File: config.mk
export PLATFORM = sky130hd
export DESIGN_NAME = lpm_tbl_access_ctrl
export DESIGN_NICKNAME = d
export VERILOG_FILES = /design/src/rtl/lpm_ctrl_pkg.sv /design/src/rtl/lpm_tbl_access_ctrl.sv
export SDC_FILE = /design/constraint.sdc
export NUM_CORES = 1
export LEC_CHECK = 0
export CORE_AREA = 2 2 245 247
export DETAILED_ROUTE_END_ITERATION = 6
export DIE_AREA = 0 0 247 249
export MAX_ROUTING_LAYER = met4
export SYNTH_ARGS = -nofsm -noshare
export SYNTH_HDL_FRONTEND = slang
export SYNTH_SLANG_ARGS = --single-unit
File: constraint.sdc
create_clock -name AXI_ACLK -period 2.2 [get_ports AXI_ACLK]
set_clock_uncertainty 0.2 [all_clocks]
set_input_delay 0.44 -clock AXI_ACLK [delete_from_list [all_inputs] [get_ports AXI_ACLK]]
set_output_delay 0.44 -clock AXI_ACLK [all_outputs]
set_load 0.01 [all_outputs]
File: src/rtl/lpm_ctrl_pkg.sv
// Shared types and constants for the LPM route-table access controller.
// Entry layout: {oq, nh, mask, ip}, one host word each.
package lpm_ctrl_pkg;

  typedef enum logic [2:0] {
    S_IDLE,
    S_QUIET,
    S_WR_ISSUE,
    S_WR_WAIT,
    S_RD_ISSUE,
    S_RD_WAIT,
    S_RESP
  } state_t;

  localparam logic [1:0] ERR_OK       = 2'd0;
  localparam logic [1:0] ERR_ACK_TO   = 2'd1;
  localparam logic [1:0] ERR_QUIET_TO = 2'd2;

  localparam int ENTRY_W  = 128;
  localparam int IP_LSB   = 0;
  localparam int MASK_LSB = 32;
  localparam int NH_LSB   = 64;
  localparam int OQ_LSB   = 96;

  function automatic int tmr_w(input int a, input int b);
    return $clog2((a > b) ? a : b) + 1;
  endfunction

endpackage

File: src/rtl/lpm_tbl_access_ctrl.sv
// Host-to-route-table command sequencer with lookup-quiet write gating,
// ack timeouts and access counters.
module lpm_tbl_access_ctrl
  import lpm_ctrl_pkg::*;
#(
  parameter int C_S_AXI_DATA_WIDTH = 32,
  parameter int TBL_ADDR_W         = 5,
  parameter int ACK_TIMEOUT        = 16,
  parameter int QUIET_TIMEOUT      = 1024
) (
  input  logic                            AXI_ACLK,
  input  logic                            AXI_RESETN,
  input  logic                            host_cmd_valid,
  output logic                            host_cmd_ready,
  input  logic                            host_cmd_wr,
  input  logic [TBL_ADDR_W-1:0]           host_cmd_addr,
  input  logic [4*C_S_AXI_DATA_WIDTH-1:0] host_cmd_data,
  output logic                            host_rsp_valid,
  input  logic                            host_rsp_ready,
  output logic [4*C_S_AXI_DATA_WIDTH-1:0] host_rsp_data,
  output logic [1:0]                      host_rsp_err,
  input  logic                            lkup_active,
  output logic                            tbl_wr_req,
  output logic [TBL_ADDR_W-1:0]           tbl_wr_addr,
  output logic [4*C_S_AXI_DATA_WIDTH-1:0] tbl_wr_data,
  input  logic                            tbl_wr_ack,
  output logic                            tbl_rd_req,
  output logic [TBL_ADDR_W-1:0]           tbl_rd_addr,
  input  logic [4*C_S_AXI_DATA_WIDTH-1:0] tbl_rd_data,
  input  logic                            tbl_rd_ack,
  output logic [31:0]                     wr_count,
  output logic [31:0]                     rd_count,
  output logic [31:0]                     err_count
);

  localparam int TW = tmr_w(ACK_TIMEOUT, QUIET_TIMEOUT);
  localparam logic [TW-1:0] ACK_LIM   = TW'(ACK_TIMEOUT - 1);
  localparam logic [TW-1:0] QUIET_LIM = TW'(QUIET_TIMEOUT - 1);

  state_t        state;
  state_t        state_n;
  logic [TW-1:0] timer;
  logic          accept;
  logic          wr_done;
  logic          rd_done;
  logic          ack_to;
  logic          quiet_to;
  logic          rsp_enter;

  assign accept    = host_cmd_valid & host_cmd_ready;
  assign rsp_enter = (state_n == S_RESP) && (state != S_RESP);

  // Ack is checked before the limit so a same-cycle ack wins.
  always_comb begin
    state_n  = state;
    wr_done  = 1'b0;
    rd_done  = 1'b0;
    ack_to   = 1'b0;
    quiet_to = 1'b0;
    unique case (state)
      S_IDLE: begin
        if (accept)
          state_n = host_cmd_wr ? S_QUIET : S_RD_ISSUE;
      end
      S_QUIET: begin
        if (!lkup_active) begin
          state_n = S_WR_ISSUE;
        end else if (timer == QUIET_LIM) begin
          quiet_to = 1'b1;
          state_n  = S_RESP;
        end
      end
      S_WR_ISSUE: state_n = S_WR_WAIT;
      S_WR_WAIT: begin
        if (tbl_wr_ack) begin
          wr_done = 1'b1;
          state_n = S_RESP;
        end else if (timer == ACK_LIM) begin
          ack_to  = 1'b1;
          state_n = S_RESP;
        end
      end
      S_RD_ISSUE: state_n = S_RD_WAIT;
      S_RD_WAIT: begin
        if (tbl_rd_ack) begin
          rd_done = 1'b1;
          state_n = S_RESP;
        end else if (timer == ACK_LIM) begin
          ack_to  = 1'b1;
          state_n = S_RESP;
        end
      end
      S_RESP: begin
        if (host_rsp_ready)
          state_n = S_IDLE;
      end
      default: state_n = S_IDLE;
    endcase
  end

  // Handshake outputs are registered from the next state.
  always_ff @(posedge AXI_ACLK or negedge AXI_RESETN) begin
    if (!AXI_RESETN) begin
      state          <= S_IDLE;
      timer          <= '0;
      host_cmd_ready <= 1'b0;
      host_rsp_valid <= 1'b0;
      host_rsp_data  <= '0;
      host_rsp_err   <= ERR_OK;
      tbl_wr_req     <= 1'b0;
      tbl_rd_req     <= 1'b0;
      tbl_wr_addr    <= '0;
      tbl_wr_data    <= '0;
      tbl_rd_addr    <= '0;
      wr_count       <= '0;
      rd_count       <= '0;
      err_count      <= '0;
    end else begin
      state          <= state_n;
      timer          <= (state_n != state) ? '0 : timer + 1'b1;
      host_cmd_ready <= (state_n == S_IDLE);
      host_rsp_valid <= (state_n == S_RESP);
      tbl_wr_req     <= (state_n == S_WR_ISSUE);
      tbl_rd_req     <= (state_n == S_RD_ISSUE);
      if (accept && host_cmd_wr) begin
        tbl_wr_addr <= host_cmd_addr;
        tbl_wr_data <= host_cmd_data;
      end
      if (accept && !host_cmd_wr)
        tbl_rd_addr <= host_cmd_addr;
      if (rsp_enter) begin
        host_rsp_data <= rd_done ? tbl_rd_data : '0;
        host_rsp_err  <= quiet_to ? ERR_QUIET_TO :
                         ack_to   ? ERR_ACK_TO   : ERR_OK;
      end
      if (wr_done)
        wr_count <= wr_count + 32'd1;
      if (rd_done)
        rd_count <= rd_count + 32'd1;
      if ((ack_to || quiet_to) && (err_count != '1))
        err_count <= err_count + 32'd1;
    end
  end

endmodule

# Word level (Yosys, flattened, before mapping)
# Cells that the tools add are included.
# W data, S select, Z words.
[op_classes] eq_ne=14 n_reduce_logical=8 n_addsub=4 muxes=24 n_bitwise=1
[ops] cell="$mux W128" n=1
[ops] cell="$add A32 B1 Y32 const B" n=3
[ops] cell="$ne A32 B32 Y1 const B" n=1
[ops] cell="$mux W3" n=8
[ops] cell="$pmux W3 S7" n=1
[ops] cell="$eq A3 B3 Y1 const B" n=5
[ops] cell="$add A11 B1 Y11 const B" n=1
[ops] cell="$eq A11 B10 Y1 const B" n=1
[ops] cell="$eq A11 B4 Y1 const B" n=1
[ops] cell="$mux W1" n=11
[ops] cell="$mux W11" n=1
[ops] cell="$eq A3 B2 Y1 const B" n=3
[ops] cell="$logic_not A3 Y1" n=2
[ops] cell="$logic_and A1 B1 Y1" n=4
[ops] cell="$eq A3 B1 Y1 const B" n=1
[ops] cell="$ne A3 B3 Y1" n=1
[ops] cell="$ne A3 B3 Y1 const B" n=1
[ops] cell="$mux W2" n=1
[ops] cell="$pmux W1 S2" n=1
[ops] cell="$and A1 B1 Y1" n=1
[ops] cell="$logic_not A1 Y1" n=1
[ops] cell="$logic_or A1 B1 Y1" n=1
[totals] in_bits=269 register_bits=382 out_inout_bits=368

# Longest topological paths before layout
# Gate-level depths: netlist (run 1).
[logic_depth] depth_word=6 mapped_depth=10 ltp_nobuf=7

# Worst setup path after synthesis (run 1)
# Ideal clock, no wire load.
[synth_path] path_type="reg2reg" start="reg err_count[0]" end="reg err_count[26]" t_arrival_ns=1.918 path_slack_ns=-0.044 setup_ns=0.126 stages_incl_launch_ff=8 path_buffers=0 t_required_ns=1.874 path_cell_list="dfrtp_1 ha_1 nand2_1 nor4_4 nand2_2 nor4b_4 nand3_1 xnor2_1"
[synth_between] elab_chain_cells=2
[synth_lines] item="start: declaration" line="lpm_tbl_access_ctrl.sv:33" source="output logic [31:0] err_count"
[synth_lines] item="start signal: assignment" line="lpm_tbl_access_ctrl.sv:141" source="err_count <= err_count + 32'd1;"
[synth_lines] item="parallel branches: the longest is 2 deep, another holds $add A32 B1 Y32"
# Several ways; the timed one is not identified.
# A chain may end at the register's enable or synchronous reset.

# Worst setup path after layout (run 1)
[layout_path] start="reg timer[10]" end="reg host_rsp_data[103]"
[layout_between] elab_chain_cells=6
[layout_lines] item="start: declaration" line="lpm_tbl_access_ctrl.sv:42" source="logic [TW-1:0] timer;"
[layout_lines] item="start signal: assignment" line="lpm_tbl_access_ctrl.sv:120" source="timer <= (state_n != state) ? '0 : timer + 1'b1;"
[layout_lines] item="$eq A11 B4 Y1 / $eq A11 B10 Y1 (equally long branches)" line="lpm_tbl_access_ctrl.sv:78, lpm_tbl_access_ctrl.sv:88, lpm_tbl_access_ctrl.sv:68"
[layout_lines] item="$mux W3 (on tied branches)" line="lpm_tbl_access_ctrl.sv:78, lpm_tbl_access_ctrl.sv:88, lpm_tbl_access_ctrl.sv:68"
[layout_lines] item="$mux W3 (on tied branches)" line="lpm_tbl_access_ctrl.sv:85, lpm_tbl_access_ctrl.sv:75, lpm_tbl_access_ctrl.sv:66"
[layout_lines] item="$pmux W3 S7 (*)" line="lpm_tbl_access_ctrl.sv:60" source="unique case (state)"
[layout_lines] item="$eq A3 B3 Y1 (*)" line="lpm_tbl_access_ctrl.sv:51" source="assign rsp_enter = (state_n == S_RESP) && (state != S_RESP);"
[layout_lines] item="$logic_and A1 B1 Y1 (*)" line="lpm_tbl_access_ctrl.sv:51"
[layout_lines] item="end signal: assignment" line="lpm_tbl_access_ctrl.sv:132" source="host_rsp_data <= rd_done ? tbl_rd_data : '0;"
[layout_lines] item="end: declaration" line="lpm_tbl_access_ctrl.sv:20" source="output logic [4*C_S_AXI_DATA_WIDTH-1:0] host_rsp_data,"
# Every way passes the cells marked *; elsewhere a longest branch is shown, timed or not.

==> out/qor.yml, run 1 <==
run_status: "complete, but fails checks"
violations: "setup timing"
slew-limit-headroom: 0.6706
fmax_mhz: 440.1
initial_core_util: 0.2567
rsz0062_at_grt: "true"
placementRows: 89
gr-usage-all-layers: 0.1559
critical_path.max_stage_delay_ns: 0.42
cts-root-buf: "clkbuf_16"
placed_area_um2: 23130
vias_per_cell: 4.398
synth-edff-count: 0
drtIter0Drc: 410
final.setup.tns_ns: -5.293
synthCells: 1072
grt-ovfl-total: 0
ys_types: 58
tritoncts: "done"
path_common_cell: "buf_12"
core-area_um2: 58690
fin_ws_ns: -0.07226
synthesis.area_um2: 15060
ys_ff_latch: 382
cts_max_path_buffers: 3
worstSetupStartpointType: "flop"
r2r_end: "host_rsp_data[103]"
drive_above_1_share: 0.2029
arrival_ns: 2.52
maxCapViolCount: 0
crit_fanout: 32
async_flop_share: 1.000
io_buffers: 636
period_needed_ns: 2.272
antenna_found_initial: 3
criticalPathCategory: "reg2reg"
avgSynthCellArea_um2: 14.05
p_leak_nw: 11.72
path_cells: "nor4_4, nand3_2, o211ai_1, o21a_2, o21ai_4, buf_12, buf_12, a22o_1"
drc_errors: 0
die_y_um: 249
hold_class: "in2async"
rrSetupSlack_ns: -0.07
detail_route.wl_per_cell_um: 18.41
power_density_nw_per_um2: 1082
vias: 11590
synthTopCellsByArea: "dfrtp_1, mux2_2, a22o_1"
r2r_start: "timer[10]"
ys_seq_area_frac: 0.6346
syn2layout_area_growth_pct: 64.28
cts_sinks: 382
yosysWarnings: 0
drt_wl_total_um: 48500
crit_slowest_cell: "dfrtp_1"
post-place-ws_ns: -0.5570
final-hold-violation-count: 0
grt_max_degree: 101
slew_viol_final: 0
ant_nets: 0
ff2ff_path_depth: 8
grt_pass1_wl_um: 72510
clkTransAtPathRegs_ns: 0.06
cts_buffers: 45
synth_ff_type: "dfrtp_1"
tightest_slew_ns: 0.4941
final_net_count: 2098
whs_ns: 0.2162
gp_congestion: 0.8323
die_area_um2: 61500
h-tree-depth: 2
syn-num-nets: 1345
clk_latency_ns: 0.57
crit_path_end_kind: "flop"
dr.pass1.iters: 4
io_pins: 637
setup_viol: 121
yosys.area.top_type_share: 0.6346
post-dp-hpwl_um: 36090
crit_required_ns: 2.44
ir_drop_v: 0.0007260
finalCritPeriodShare: 1.033
fin_area_um2: 24750
first_global_vias: 12180
synth_top_cell_by_area: "dfrtp_1"
die_w_um: 247
-- where the power goes --
| group | total [W] | internal, W | switching [W] |
|---|---|---|---|
| Sequential | 0.00998 | 0.00891 | 0.00108 |
| Clock | 0.00748 | 0.00449 | 0.00298 |
| Combinational | 0.00932 | 0.00559 | 0.00373 |
| Total | 0.0268 | 0.0190 | 0.00779 |
-- worst max-delay path: cells and delay by family, from the launching register on --
| kind | cells | cell delay (ns) |
|---|---|---|
| DFF | 1 | 0.42 |
| and+or+nand+nor | 2 | 0.48 |
| AOI/OAI and AO/OA | 4 | 0.70 |
| buffers and inverters | 2 | 0.33 |
-- worst max-delay path by stage --
stage	start	to	slack (ns)	cells after the start
global route	timer[10]	host_rsp_data[110]	-0.21	8
detailed placement	host_cmd_wr	host_rsp_data[103]	-0.56	9
CTS	timer[4]	host_rsp_data[103]	-0.13	8
global placement	host_cmd_wr	host_rsp_data[96]	-0.57	9
floorplan	timer[0]	err_count[7]	0.03	9
finish	timer[10]	host_rsp_data[103]	-0.07	8
-- routing by layer --
layer	vias up	track usage	part of all wire
met5	-	-	0
met4	0	0.04527	0.025
met3	82	0.04600	0.080
met2	403	0.2691	0.51
met1	5734	0.1730	0.38
li1	5366	-	-
-- final cells by class --
| type | count | area [um2] |
|---|---|---|
| Antenna cell | 3 | 7.507 |
| Clock buffer | 64 | 1310 |
| Clock inverter | 16 | 173.9 |
| Fill cell | 5472 | 33940 |
| Inverter | 7 | 26.28 |
| Multi-Input combinational cell | 630 | 5263 |
| Sequential cell | 382 | 9565 |
| Tap cell | 773 | 967.2 |
| Timing Repair Buffer | 759 | 7435 |
-- what timing repair did --
action | 4_1_cts | 5_1_grt
cloned | 0 | 1
pin swaps | 3 | 5
hold buffers | 1 | 0
resized for setup | 110 | 38
hold endpoints to repair | 88 | 0
buffers inserted | 4 | 3
endpoints found under the setup margin | 243 | 189
-- cell usage in the layout (no fill, tap or decap), drive strengths merged, types with 2 or more instances in the layout --
cell | Yosys | final
nand2 | 63 | 63
and3 | 24 | 24
clkbuf | 32 | 65
xor2 | 42 | 42
nand4 | 29 | 29
o21a | 2 | 2
clkdlybuf4s50 | 0 | 514
nand3 | 27 | 27
nor4 | 6 | 6
mux2 | 139 | 139
clkinv | 0 | 7
inv | 7 | 10
diode | 0 | 3
and4b | 2 | 2
and3b | 2 | 2
clkinvlp | 0 | 3
o211ai | 2 | 2
buf | 21 | 122
a21oi | 3 | 3
and2 | 7 | 7
nand2b | 3 | 3
dfrtp | 382 | 382
and4 | 10 | 10
nor2b | 2 | 2
or2 | 2 | 2
nor3b | 3 | 3
nor2 | 33 | 33
o21ai | 8 | 8
dlymetal6s2s | 0 | 23
a22o | 130 | 130
dlygate4sd2 | 0 | 98
xnor2 | 58 | 58
nor3 | 16 | 16
a2bb2oi | 2 | 2
ha | 4 | 4
bufinv | 0 | 3
-- logic make-up after synthesis --
group	synth area share
AOI/OAI and AO/OA	0.08621
buffers and inverters	0.02276
adders and majority gates	0.003322
xor gates and xnor gates	0.05814
DFF	0.6346
and+or+nand+nor	0.09111
muxes	0.1039
-- flip-flops by register name, indices dropped and copies added, names as in the netlist --
| signal | flops |
|---|---|
| timer | 11 |
| rd_count | 32 |
| host_rsp_data | 128 |
| err_count | 32 |
| tbl_rd_addr | 5 |
| host_rsp_err | 2 |
| tbl_wr_addr | 5 |
| tbl_wr_req | 1 |
| tbl_wr_data | 128 |
| tbl_rd_req | 1 |
| state | 3 |
| wr_count | 32 |
| host_rsp_valid | 1 |
| host_cmd_ready | 1 |
-- metrics by stage --
stage,utilization,total power [W],cells
floorplan,-,0.01374,1072
global placement,0.3941,0.01929,2542
detailed placement,0.3941,0.01948,2542
CTS,0.4188,0.02710,2627
global route,0.4217,0.02824,2634
finish,0.4217,0.02678,2634
-- synthesized netlist by cell type (all sizes together) (3+ instances only) --
| master | number |
|---|---|
| xor2 | 42 |
| and4 | 10 |
| mux2 | 139 |
| nor4 | 6 |
| nand4 | 29 |
| buf | 21 |
| xnor2 | 58 |
| nand2 | 63 |
| nand3 | 27 |
| clkbuf | 32 |
| a21oi | 3 |
| nor2 | 33 |
| inv | 7 |
| ha | 4 |
| and2 | 7 |
| a22o | 130 |
| o21ai | 8 |
| and3 | 24 |
| nor3b | 3 |
| nor3 | 16 |
| dfrtp | 382 |
| nand2b | 3 |
(Power assumes the default switching activity.)
==> inputs of run 2 (changes only) <==
--- a/config.mk
+++ b/config.mk
@@ -9,6 +9,7 @@
 export DETAILED_ROUTE_END_ITERATION = 6
 export DIE_AREA = 0 0 247 249
 export MAX_ROUTING_LAYER = met4
+export SKIP_CTS_REPAIR_TIMING = 1
 export SYNTH_ARGS = -nofsm -noshare
 export SYNTH_HDL_FRONTEND = slang
 export SYNTH_SLANG_ARGS = --single-unit
==> out/qor.yml, run 2 (synthesis gave the netlist of run 1 again) <==
run_status: "complete, but fails checks"
violations: "setup timing"
dr.pass1.iters: 4  # unchanged
io_pins: 637  # unchanged
initial_core_util: 0.2567  # unchanged
multiInputGateArea_um2: 5271  # +0.17%
hold_class: "in2async"
critPathLaunch: "timer[10]"
seq_area_um2: 9567  # about the same
p_seq_frac: 0.370  # -0.003
switching_share: 0.2913  # +0.0004177
post-dp-hpwl_um: 36090  # unchanged
placementRows: 89  # unchanged
clk_latency_ns: 0.57  # about the same
grt_max_degree: 101  # unchanged
vias: 11630  # +0.35%
clkPwrFrac: 0.277  # -0.002
drtIter0Drc: 388  # -5.4%
criticalPathCategory: "reg2reg"
tightest_slew_ns: 0.4911  # -0.003030 ns
ir_drop_v: 0.0007005  # -3.5%
grt_pass1_wl_um: 72240  # -0.36%
gr-usage-all-layers: 0.1553  # -0.0006370
die_area_um2: 61500  # unchanged
p_int_w: 0.01915  # +0.86%
cts-root-buf: "clkbuf_16"
finalCritPeriodShare: 1.057  # +0.02462
gp_congestion: 0.8323  # unchanged
num-fill-cells: 5400  # -1.3%
slew_viol_final: 0  # unchanged
power_density_nw_per_um2: 1072  # -0.87%
rsz0062_at_grt: "true"
mostFrequentLayoutCells: "clkdlybuf4s50_1, dfrtp_1, mux2_2, a22o_1, dlymetal6s2s_1"
vias_per_cell: 4.408  # +0.23%
drt_wl_total_um: 49030  # +1.1%
total_power_w: 0.02702  # +0.92%
power.switching_w: 0.007872  # +1.1%
drive_above_1_share: 0.2053  # +0.002360
ant_nets: 0  # unchanged
clkTransAtPathRegs_ns: 0.06  # about the same
fin_util: 0.4293  # +0.007612
h-tree-depth: 2  # unchanged
syn2layout_area_growth_pct: 67.24
fin_ws_ns: -0.1264  # -0.05417 ns
first_global_vias: 12180  # +0.016%
crit_path_end_kind: "flop"
fmax_mhz: 429.8  # -2.3%
largestRegisters: "host_rsp_data x128, tbl_wr_data x128"
final_net_count: 2101  # +0.14%
drc_errors: 0  # unchanged
worstSetupStartpointType: "flop"
detail_route.wl_per_cell_um: 18.59  # +0.97%
crit_fanout: 16  # -50%
p_leak_nw: 13.05  # +11%
maxCapViolCount: 0  # unchanged
arrival_ns: 2.57  # +0.05 ns
die_w_um: 247  # unchanged
final-hold-violation-count: 0  # unchanged
layout_commonest_cell: "clkdlybuf4s50_1"
post-place-ws_ns: -0.5570  # unchanged
grt-ovfl-total: 0  # unchanged
cts_sinks: 382  # unchanged
cts_buffers: 45  # unchanged
r2r_start: "timer[10]"
pwr-share-comb: 0.353  # +0.005
core-area_um2: 58690  # unchanged
crit_required_ns: 2.44  # about the same
die_y_um: 249  # unchanged
io_buffers: 636  # unchanged
tritoncts: "done"
setup_viol: 126  # +4.1%
cts_max_path_buffers: 3  # unchanged
slew-limit-headroom: 0.6726  # +0.002020
period_needed_ns: 2.326  # +0.05417 ns
antenna_found_initial: 3  # unchanged
## run 2: cell types whose count changed in the layout (fill, tap and decap cells not counted), sizes merged
cell          before  now
buf              122  123
clkbuf            65   67
dlymetal6s2s      23  121
dlygate4sd2       98    0
## run 2: layout make-up
cell class,count,share of cell area
flip-flops and latches,382,0.3797
clock inverters,16,0.006903
inverters,7,0.001043
well taps,773,0.03839
clock buffers,64,0.05200
diodes,3,0.0002980
repair buffers,762,0.3124
multi-input cells,630,0.2092
## run 2: critical path: stages, from the launching register on
cell and delay, ns:
dfrtp_1 0.42, nor4_4 0.35, nand3_2 0.13, o211ai_1 0.26, o21a_2 0.22, o21ai_4 0.07, buf_12 0.16, clkbuf_16 0.19
a22o_1 0.18
## run 2: metrics by stage
step           cells  cell area (um2)  hold WS (ns)  setup TNS [ns]
2_1_floorplan   1072            15060      -0.05559               0
3_3_place_gp    2542            23130        0.2114          -86.31
3_5_place_dp    2542            23130        0.2208          -86.10
4_1_cts         2622            24610       -0.4005          -26.42
5_1_grt         2637            25190        0.2358          -28.83
6_report        2637            25190        0.2152          -11.96
## run 2: power by group through the flow
stage          sequential [W]  clock, W  combinational [W]
2_1_floorplan          0.0108         0            0.00295
3_3_place_gp           0.0100         0            0.00925
3_5_place_dp           0.0101         0            0.00939
4_1_cts                0.0100   0.00772            0.00940
5_1_grt                0.0102   0.00808             0.0102
6_report              0.00999   0.00749            0.00954
## run 2: path summary, 6_finish.rpt
| kind | endpoint | slack, ns | cells after the start |
|---|---|---|---|
| max in group asynchronous | rd_count[23] | 0.89 | 3 |
| max | host_rsp_data[32] | -0.13 | 8 |
| max reg2reg | host_rsp_data[32] | -0.13 | 8 |
| min | tbl_wr_data[97] | 0.22 | 2 |
| min reg2reg | wr_count[31] | 0.27 | 1 |
| min in group AXI_ACLK | wr_count[31] | 0.27 | 1 |
## run 2: metal layers
layer,up-vias,GRT usage,wire [um],part of all wire
met5,-,-,0,0
met4,0,0.04492,1114,0.023
met3,81,0.04600,3706,0.076
met2,416,0.2679,25250,0.51
met1,5752,0.1722,18960,0.39
li1,5376,-,-,-
==> inputs of run 3 (changes only) <==
--- a/config.mk
+++ b/config.mk
@@ -6,6 +6,7 @@
 export NUM_CORES = 1
 export LEC_CHECK = 0
 export CORE_AREA = 2 2 245 247
+export CTS_CLUSTER_SIZE = 16
 export DETAILED_ROUTE_END_ITERATION = 6
 export DIE_AREA = 0 0 247 249
 export MAX_ROUTING_LAYER = met4
==> out/qor.yml, run 3 (synthesis gave the netlist of run 1 again) <==
layout_commonest_cell: "clkdlybuf4s50_1"
num-fill-cells: 5400  # unchanged
vias_per_cell: 4.406  # about the same
power_density_nw_per_um2: 1072  # about the same
setup_viol: 126  # unchanged
post-place-ws_ns: -0.5570  # unchanged
whs_ns: 0.2163  # +0.001115 ns
fin_util: 0.4293  # unchanged
violations: "setup timing"
gr-usage-all-layers: 0.1553  # unchanged
die_y_um: 249  # unchanged
grt-ovfl-total: 0  # unchanged
final_net_count: 2101  # unchanged
run_status: "complete, but fails checks"
worstSetupStartpointType: "flop"
drtIter0Drc: 406  # +4.6%
slew-limit-headroom: 0.6744  # +0.001830
clk_latency_ns: 0.57  # about the same
slew_viol_final: 0  # unchanged
cts_buffers: 45  # unchanged
h-tree-depth: 2  # unchanged
io_pins: 637  # unchanged
placementRows: 89  # unchanged
clkTransAtPathRegs_ns: 0.06  # about the same
fmax_mhz: 429.5  # about the same
p_leak_nw: 13.05  # unchanged
period_needed_ns: 2.328  # +0.001867 ns
crit_path_end_kind: "flop"
mostFrequentLayoutCells: "clkdlybuf4s50_1, dfrtp_1, mux2_2, a22o_1, dlymetal6s2s_1"
grt.met3_usage: 0.04600  # unchanged
vias: 11620  # -0.060%
crit_fanout: 16  # unchanged
drt_wl_total_um: 49000  # about the same
die_area_um2: 61500  # unchanged
detail_route.wl_per_cell_um: 18.58  # about the same
fin_ws_ns: -0.1283  # -0.001867 ns
core-area_um2: 58690  # unchanged
grt_max_degree: 101  # unchanged
grt_pass1_wl_um: 72240  # unchanged
dp.cells: 2542  # unchanged
largestRegisters: "host_rsp_data x128, tbl_wr_data x128"
instances_no_fill: 2637  # unchanged
maxCapViolCount: 0  # unchanged
post-dp-hpwl_um: 36090  # unchanged
pwr-share-comb: 0.353  # about the same
dr.pass1.iters: 4  # unchanged
gp_congestion: 0.8323  # unchanged
ant_nets: 0  # unchanged
first_global_vias: 12180  # unchanged
p_seq_frac: 0.370  # about the same
power.switching_w: 0.007868  # about the same
drive_above_1_share: 0.2053  # unchanged
clkPwrFrac: 0.277  # about the same
cts_max_path_buffers: 3  # unchanged
globalRoute.busiestLayer: "met2"
cts-root-buf: "clkbuf_16"
rrSetupSlack_ns: -0.13  # about the same
finalCritPeriodShare: 1.058  # about the same
tightest_slew_ns: 0.4884  # -0.002745 ns
tritoncts: "done"
die_w_um: 247  # unchanged
initial_core_util: 0.2567  # unchanged
fin_area_um2: 25190  # unchanged
syn2layout_area_growth_pct: 67.24  # unchanged
p_int_w: 0.01915  # about the same
gr-usage-met2: 0.2679  # unchanged
criticalPathCategory: "reg2reg"
use_met1: 0.1722  # unchanged
cts_sinks: 382  # unchanged
crit_required_ns: 2.44  # about the same
arrival_ns: 2.57  # about the same
ir_drop_v: 0.0007092  # +1.2%
antenna_found_initial: 3  # unchanged
drc_errors: 0  # unchanged
hold_class: "in2async"
rsz0062_at_grt: "true"
io_buffers: 636  # unchanged
placed_area_um2: 23130  # unchanged
final-hold-violation-count: 0  # unchanged
switching_share: 0.2912  # about the same
==> run 3: layout make-up <==
cell class	count	area [um2]	area share
Antenna cell	3	7.507	0.0002980
Clock buffer	64	1310	0.05200
Clock inverter	16	173.9	0.006903
Inverter	7	26.28	0.001043
Multi-Input combinational cell	630	5271	0.2092
Sequential cell	382	9567	0.3797
Tap cell	773	967.2	0.03839
Timing Repair Buffer	762	7871	0.3124
==> run 3: critical path, cell delays in order (launching register included) <==
cell,delay [ns]
dfrtp_1,0.42
nor4_4,0.35
nand3_2,0.13
o211ai_1,0.26
o21a_2,0.22
o21ai_4,0.07
buf_12,0.16
clkbuf_16,0.19
a22o_1,0.18
==> run 3: per-layer routing <==
layer  up-vias  wire, um  part of all wire
met2       417     25230              0.51
met3        78      3743             0.076
met1      5748     18930              0.39
li1       5375         -                 -
met4         0      1097             0.022
met5         -         0                 0
==> run 3: path summary, 6_finish.rpt <==
kind | endpoint | cells after the start | startpoint
min in group AXI_ACLK | wr_count[31] | 1 | wr_count[31]
hold / removal | tbl_wr_data[97] | 2 | AXI_RESETN
setup reg to reg | host_rsp_data[32] | 8 | timer[10]
max in group asynchronous | rd_count[23] | 3 | AXI_RESETN
hold reg to reg | wr_count[31] | 1 | wr_count[31]
setup / recovery | host_rsp_data[32] | 8 | timer[10]
==> run 3: power by group through the flow <==
stage	registers, W	logic (W)	clock network (W)
2_1_floorplan	0.0108	0.00295	0
3_3_place_gp	0.0100	0.00925	0
3_5_place_dp	0.0101	0.00939	0
4_1_cts	0.0100	0.00940	0.00772
5_1_grt	0.0102	0.0102	0.00808
6_report	0.00999	0.00954	0.00748
==> run 3: through the flow <==
stage                     setup TNS, ns  power (W)
after floorplan                       0    0.01374
final                            -12.04    0.02702
after global routing             -28.83    0.02845
after CTS                        -26.42    0.02712
after detailed placement         -86.10    0.01948
after global placement           -86.31    0.01929
